$ cat src/rtl/skinny_round_ctrl.sv
// Round sequencer for the iterative Skinny-128-384 datapath: load, NUM_ROUNDS
// round enables with index and LFSR round constant, then a valid/ready handoff.
module skinny_round_ctrl #(
  parameter int NUM_ROUNDS = 56,
  parameter int CNT_W      = 6
) (
  input  logic             clock,
  input  logic             reset,
  input  logic             start,
  input  logic             abort,
  input  logic             stall,
  input  logic             ready,
  output logic             busy,
  output logic             load,
  output logic             round_en,
  output logic [CNT_W-1:0] round_idx,
  output logic [5:0]       rc,
  output logic             last_round,
  output logic             valid
);

  typedef enum logic [1:0] {
    ST_IDLE  = 2'd0,
    ST_LOAD  = 2'd1,
    ST_ROUND = 2'd2,
    ST_DONE  = 2'd3
  } state_t;

  localparam logic [CNT_W-1:0] LAST_IDX = CNT_W'(NUM_ROUNDS - 1);
  localparam logic [CNT_W-1:0] IDX_ZERO = {CNT_W{1'b0}};
  localparam logic [5:0]       RC_INIT  = 6'h01;

  // Skinny 6-bit round-constant LFSR step
  function automatic logic [5:0] rc_step(input logic [5:0] v);
    return {v[4:0], v[5] ^ v[4] ^ 1'b1};
  endfunction

  state_t           state_r;
  state_t           state_nxt_s;
  logic [CNT_W-1:0] idx_r;
  logic [CNT_W-1:0] idx_nxt_s;
  logic [5:0]       rc_r;
  logic [5:0]       rc_nxt_s;
  logic             busy_r;
  logic             load_r;
  logic             last_r;
  logic             valid_r;
  logic             busy_nxt_s;
  logic             load_nxt_s;
  logic             last_nxt_s;
  logic             valid_nxt_s;
  logic             at_last_s;

  assign at_last_s = (idx_r == LAST_IDX);

  // State, counters and registered output flags
  always_ff @(posedge clock) begin
    if (!reset) begin
      state_r <= ST_IDLE;
      idx_r   <= IDX_ZERO;
      rc_r    <= RC_INIT;
      busy_r  <= 1'b0;
      load_r  <= 1'b0;
      last_r  <= 1'b0;
      valid_r <= 1'b0;
    end else begin
      state_r <= state_nxt_s;
      idx_r   <= idx_nxt_s;
      rc_r    <= rc_nxt_s;
      busy_r  <= busy_nxt_s;
      load_r  <= load_nxt_s;
      last_r  <= last_nxt_s;
      valid_r <= valid_nxt_s;
    end
  end

  // Next-state decode; abort returns to IDLE from any state
  always_comb begin
    state_nxt_s = state_r;
    if (abort) begin
      state_nxt_s = ST_IDLE;
    end else begin
      case (state_r)
        ST_IDLE: begin
          if (start) begin
            state_nxt_s = ST_LOAD;
          end else begin
            state_nxt_s = ST_IDLE;
          end
        end
        ST_LOAD: state_nxt_s = ST_ROUND;
        ST_ROUND: begin
          if (at_last_s && !stall) begin
            state_nxt_s = ST_DONE;
          end else begin
            state_nxt_s = ST_ROUND;
          end
        end
        ST_DONE: begin
          if (ready) begin
            state_nxt_s = ST_IDLE;
          end else begin
            state_nxt_s = ST_DONE;
          end
        end
        default: state_nxt_s = ST_IDLE;
      endcase
    end
  end

  // Output decode: counters advance only while staying in ROUND unstalled,
  // and fall back to their initial values whenever ROUND is not continuing
  always_comb begin
    idx_nxt_s = IDX_ZERO;
    rc_nxt_s  = RC_INIT;
    if ((state_r == ST_ROUND) && (state_nxt_s == ST_ROUND)) begin
      if (stall) begin
        idx_nxt_s = idx_r;
        rc_nxt_s  = rc_r;
      end else begin
        idx_nxt_s = idx_r + {{(CNT_W-1){1'b0}}, 1'b1};
        rc_nxt_s  = rc_step(rc_r);
      end
    end else begin
      idx_nxt_s = IDX_ZERO;
      rc_nxt_s  = RC_INIT;
    end
    busy_nxt_s  = (state_nxt_s != ST_IDLE);
    load_nxt_s  = (state_nxt_s == ST_LOAD);
    valid_nxt_s = (state_nxt_s == ST_DONE);
    last_nxt_s  = (state_nxt_s == ST_ROUND) && (idx_nxt_s == LAST_IDX);
  end

  assign round_en   = (state_r == ST_ROUND) & ~stall;
  assign busy       = busy_r;
  assign load       = load_r;
  assign round_idx  = idx_r;
  assign rc         = rc_r;
  assign last_round = last_r;
  assign valid      = valid_r;

endmodule

$ cat config.mk
export PLATFORM = sky130hd
export DESIGN_NAME = skinny_round_ctrl
export DESIGN_NICKNAME = d
export VERILOG_FILES = /design/src/rtl/skinny_round_ctrl.sv
export SDC_FILE = /design/constraint.sdc
export NUM_CORES = 1
export LEC_CHECK = 0
export ABC_AREA = 0
export CAP_MARGIN = 20
export CORE_UTILIZATION = 30
export CTS_CLUSTER_DIAMETER = 200
export DETAILED_ROUTE_END_ITERATION = 8
export SETUP_SLACK_MARGIN = 0.1
export SYNTH_ARGS = -nofsm -noshare
export SYNTH_HDL_FRONTEND = slang
export SYNTH_SLANG_ARGS = --single-unit
$ cat constraint.sdc
create_clock -name clock -period 4.7 [get_ports clock]
set_input_delay 0.94 -clock clock [delete_from_list [all_inputs] [get_ports clock]]
set_output_delay 0.94 -clock clock [all_outputs]
set_load 0.01 [all_outputs]
# [Word level (Yosys, flattened, before mapping)]
# Cells that the tools add are included.
[word_totals] wordCells=34 out_inout_bits=17 reg_bits=18
[classes] addsub=1 n_eq_ne=8 n_reduce_logical=7 n_mux=7 n_bitwise=4
[op_table] cell="$eq 6x6->1 const B" n=2
[op_table] cell="$mux 6" n=2
[op_table] cell="$eq 2x2->1 const B" n=4
[op_table] cell="$pmux 2 s4" n=1
[op_table] cell="$add 6x1->6 const B" n=1
[op_table] cell="$eq 2x1->1 const B" n=2
[op_table] cell="$mux 2" n=2
[op_table] cell="$logic_and 1x1->1" n=3
[op_table] cell="$logic_not 2->1" n=1
[op_table] cell="$mux 1" n=2
[op_table] cell="$not 1->1" n=2
[op_table] cell="$reduce_and 2->1" n=1
[op_table] cell="$reduce_bool 2->1" n=1
[op_table] cell="$and 1x1->1" n=1
[op_table] cell="$logic_not 1->1" n=1
[op_table] cell="$xor 1x1->1" n=1

# [Longest topological paths before layout]
[depth] word_depth=10 mapped_depth=5 ltp_nobuf=4

# [Worst setup path before layout]
# Ideal clock, no wire load.
[synth_path] path_type="input-to-output" start="input stall" end="output round_en" n_path_buf=1 slack_ns=2.317 t_required_ns=3.760 t_arrival_ns=1.443 cell_stages=2 cell_sequence="buf_1 > nor2_1"
[synth_between] elab_chain_len=2
[synth_rtl] item="from (decl)" line="11" rtl="input logic stall,"
[synth_rtl] item="$not 1->1" line="134" rtl="assign round_en = (state_r == ST_ROUND) & ~stall;"
[synth_rtl] item="$and 1x1->1" line="134"
[synth_rtl] item="to (decl)" line="15" rtl="output logic round_en,"
# No other way between the ends.

# [Worst setup path after layout]
# Ends and elaborated chain as after synthesis.

==> run_results.csv <==
group,metric,value,unit
synth,yosys.area.top_type,"dfxtp_1",
setup_path,critical_path_class,"primary input to output port",
sta,hold_viol,0,
global_routing,grt_pass1_vias,543,
finish,area_delta_synth_final,36.13,%
sta,tns,0,ns
finish,layout_common_cells,"clkdlybuf4s50_1 (22), dfxtp_1 (18), nor2_1 (12)",
floorplanning,initial_core_util,31.87,%
clocking,cts_buffers,3,
pwr,power.total,267.9,µW
detailed_routing,drt-vias-per-instance,4.765,
setup_path,worstPathCellList,"clkdlybuf4s50_1 -> nor2_1 -> clkdlybuf4s50_1",
clocking,cts_sinks,18,
setup_path,cpPeakStageDelay,0.74,ns
finish,final_common_cell,"clkdlybuf4s50_1",
sta,fin_ws,1.292,ns
sta,period_share,72.52,%
placed_design,dp_worst_setup_slack,1.288,ns
floorplanning,core_area,2477,µm²
sta,fin_crit,3.408,ns
sta,worst_slew_pin_slew,0.6492,ns
synth,synth_warnings,0,
synth,ys_types,34,
clocking,htreeDepth,1,
sta,slew_headroom,56.59,%
floorplanning,rows,18,
sta,setup_viol,0,
setup_path,critPathBufInv,2,
synth,avgSynthCellArea,10.12,µm²
detailed_routing,post_drt_wl_per_cell,11.49,µm
finish,final_layout_size_suffix_gt1_share,10.78,%
worst_hold_path,min_path_type,"flip-flop to flip-flop",
outcome,status,"completed",
detailed_routing,wl,1517,µm
detailed_routing,drc,0,
flow_run,maxCapViolations,0,
finish,final_util,43.38,%
setup_path,crit_end,"round_en",
finish,finalNonFillerCells,132,
pwr,irDropWorstVdd,0.1457,mV
synth,synthCells,78,
setup_path,slowest_stage,"clkdlybuf4s50_1",
pwr,swShare,20.98,%
finish,antenna_cells,0,
detailed_routing,antenna_left,0,
finish,final_nets,110,
floorplanning,ioPinCount,23,
synth,ys_seq_area_share,45.64,%
global_routing,antenna_found_initial,0,
clocking,clock_latency,0.29,ns
setup_path,path_max_fanout,16,
pwr,p_clk_share,35.3,%
pwr,p_per_area,249.3,nW/µm²
pwr,p_seq_share,58.0,%
clocking,postCtsSetupBuffers,0,
synth,async_flop_share,0,%
setup_path,required,3.76,ns
placed_design,dp_cells,128,
floorplanning,die_area,2841,µm²
clocking,cts_root_buffer,"clkbuf_4",
pwr,p_int,211.7,µW
sta,slew_viol_final,0,
clocking,cts_resized,0,
setup_path,path_delay_family,"buffers and inverters",
synth,syn_area,789.5,µm²
pwr,p_leak,0.4076,nW
sta,finalHoldWorstSlack,0.5170,ns
global_routing,grt_max_degree,17,
floorplanning,die_w,53.30,µm
placed_design,routabilityCongestion,0.7034,
setup_path,arrival,2.47,ns
detailed_routing,num_vias,629,
global_routing,grt_overflow,0,
detailed_routing,initialDrtViolationCount,10,
synth,synthTopCellsByArea,"dfxtp_1 (46%), mux2i_1 (6.3%), nor2_1 (5.7%), xnor2_1 (3.3%), xor2_1 (3.3%)",
setup_path,startpoint,"stall",
finish,fin_area,1075,µm²
setup_path,cp_common_cell,"clkdlybuf4s50_1",
clocking,cts_hold_buf,0,
setup_path,cp_num_cells,3,
worst_hold_path,hp-start,"rc[0]",
clocking,cts_tree,"done",
setup_path,r2r-start,"round_idx[0]",
setup_path,reg2reg_depth,4,
pwr,pwr-share-comb,6.6,%
sta,max_freq,0.2934,GHz
setup_path,r2r-end,"rc[0]",
setup_path,r2r_slack,2.78,ns
synth,synth_top_area_share,45.64,%
floorplanning,die_h,53.30,µm
pwr,switching_power,56.22,µW
synth,synth_ff_type,"dfxtp_1",
placed_design,dpl_cell_area,1039,µm²
placed_design,hpwl,1075,µm
sta,rsz0062_at_grt,"no",
global_routing,grt_pass1_wl,2442,µm
setup_path,cp-start-kind,"primary input",
clocking,clk_pin_slew,0.10,ns
setup_path,endpoint_kind,"output port",
sta,skew,0.006154,ns
detailed_routing,dr.pass1.iters,4,
global_routing,grtUsageTotal,12.23,%
clocking,cts_buffer_depth,2,
synth,ys_ff_latch,18,
placed_design,io_buffer_count,22,
synth,synthesis.nets,85,
synth,synth_edf_count,0,
-- registers in the layout, summed over array words and instances (netlist names) --
name / count
rc: 6
state_r: 2
busy: 1
round_idx: 6
last_round: 1
valid: 1
load: 1
-- final cells by class --
cell class              instances  area (µm²)
fillers                       258        1403
inverters                       2       7.507
well taps                      30       37.54
multi-input cells              56       412.9
flip-flops and latches         18       360.3
repair buffers                 22       220.2
clock buffers                   4       36.28
-- per-layer routing --
metal	routed length [µm]	GRT usage [%]	up-vias
met2	628	17.71	18
met1	747	14.82	281
li1	-	-	326
met5	0	0	-
met3	103	4.598	4
met4	38	7.895	0
-- power by group through the flow --
stage / logic (mW) / registers [mW] / clock network (mW)
floorplan: 0.00832 / 0.159 / 0
global placement: 0.0177 / 0.159 / 0
detailed placement: 0.0178 / 0.159 / 0
CTS: 0.0179 / 0.156 / 0.0998
global route: 0.0191 / 0.156 / 0.106
finish: 0.0178 / 0.155 / 0.0947
-- logic make-up after synthesis --
family / after synthesis / synth area share [%]
and+or+nand+nor: 32 / 25.20
DFF: 18 / 45.64
AOI/OAI and AO/OA: 12 / 12.52
xor gates and xnor gates: 6 / 6.657
muxes: 5 / 6.339
buffers and inverters: 4 / 2.060
adders and majority gates: 1 / 1.585
-- synthesized netlist by cell type (2+ instances only) --
master   count
a211o_1      2
a21oi_1      2
dfxtp_1     18
inv_1        2
mux2i_1      5
nand2_1      4
nor2_1      12
nor2b_1      2
or2b_2       2
xnor2_1      3
xor2_1       3
-- worst reg2reg max path: stages (launching register included) --
cell      delay, ns
dfxtp_1        0.40
ha_1           0.30
and3b_2        0.23
a2111o_1       0.56
a211o_1        0.33
-- worst min-delay path by stage --
| stage | endpoint | slack [ns] | cells after the start |
|---|---|---|---|
| after floorplan | rc[0] | 0.53 | 1 |
| final | rc[0] | 0.52 | 1 |
| after CTS | rc[0] | 0.53 | 1 |
| after global placement | rc[0] | 0.48 | 1 |
| after detailed placement | rc[0] | 0.49 | 1 |
| after global routing | rc[0] | 0.55 | 1 |
(Power assumes the default switching activity.)
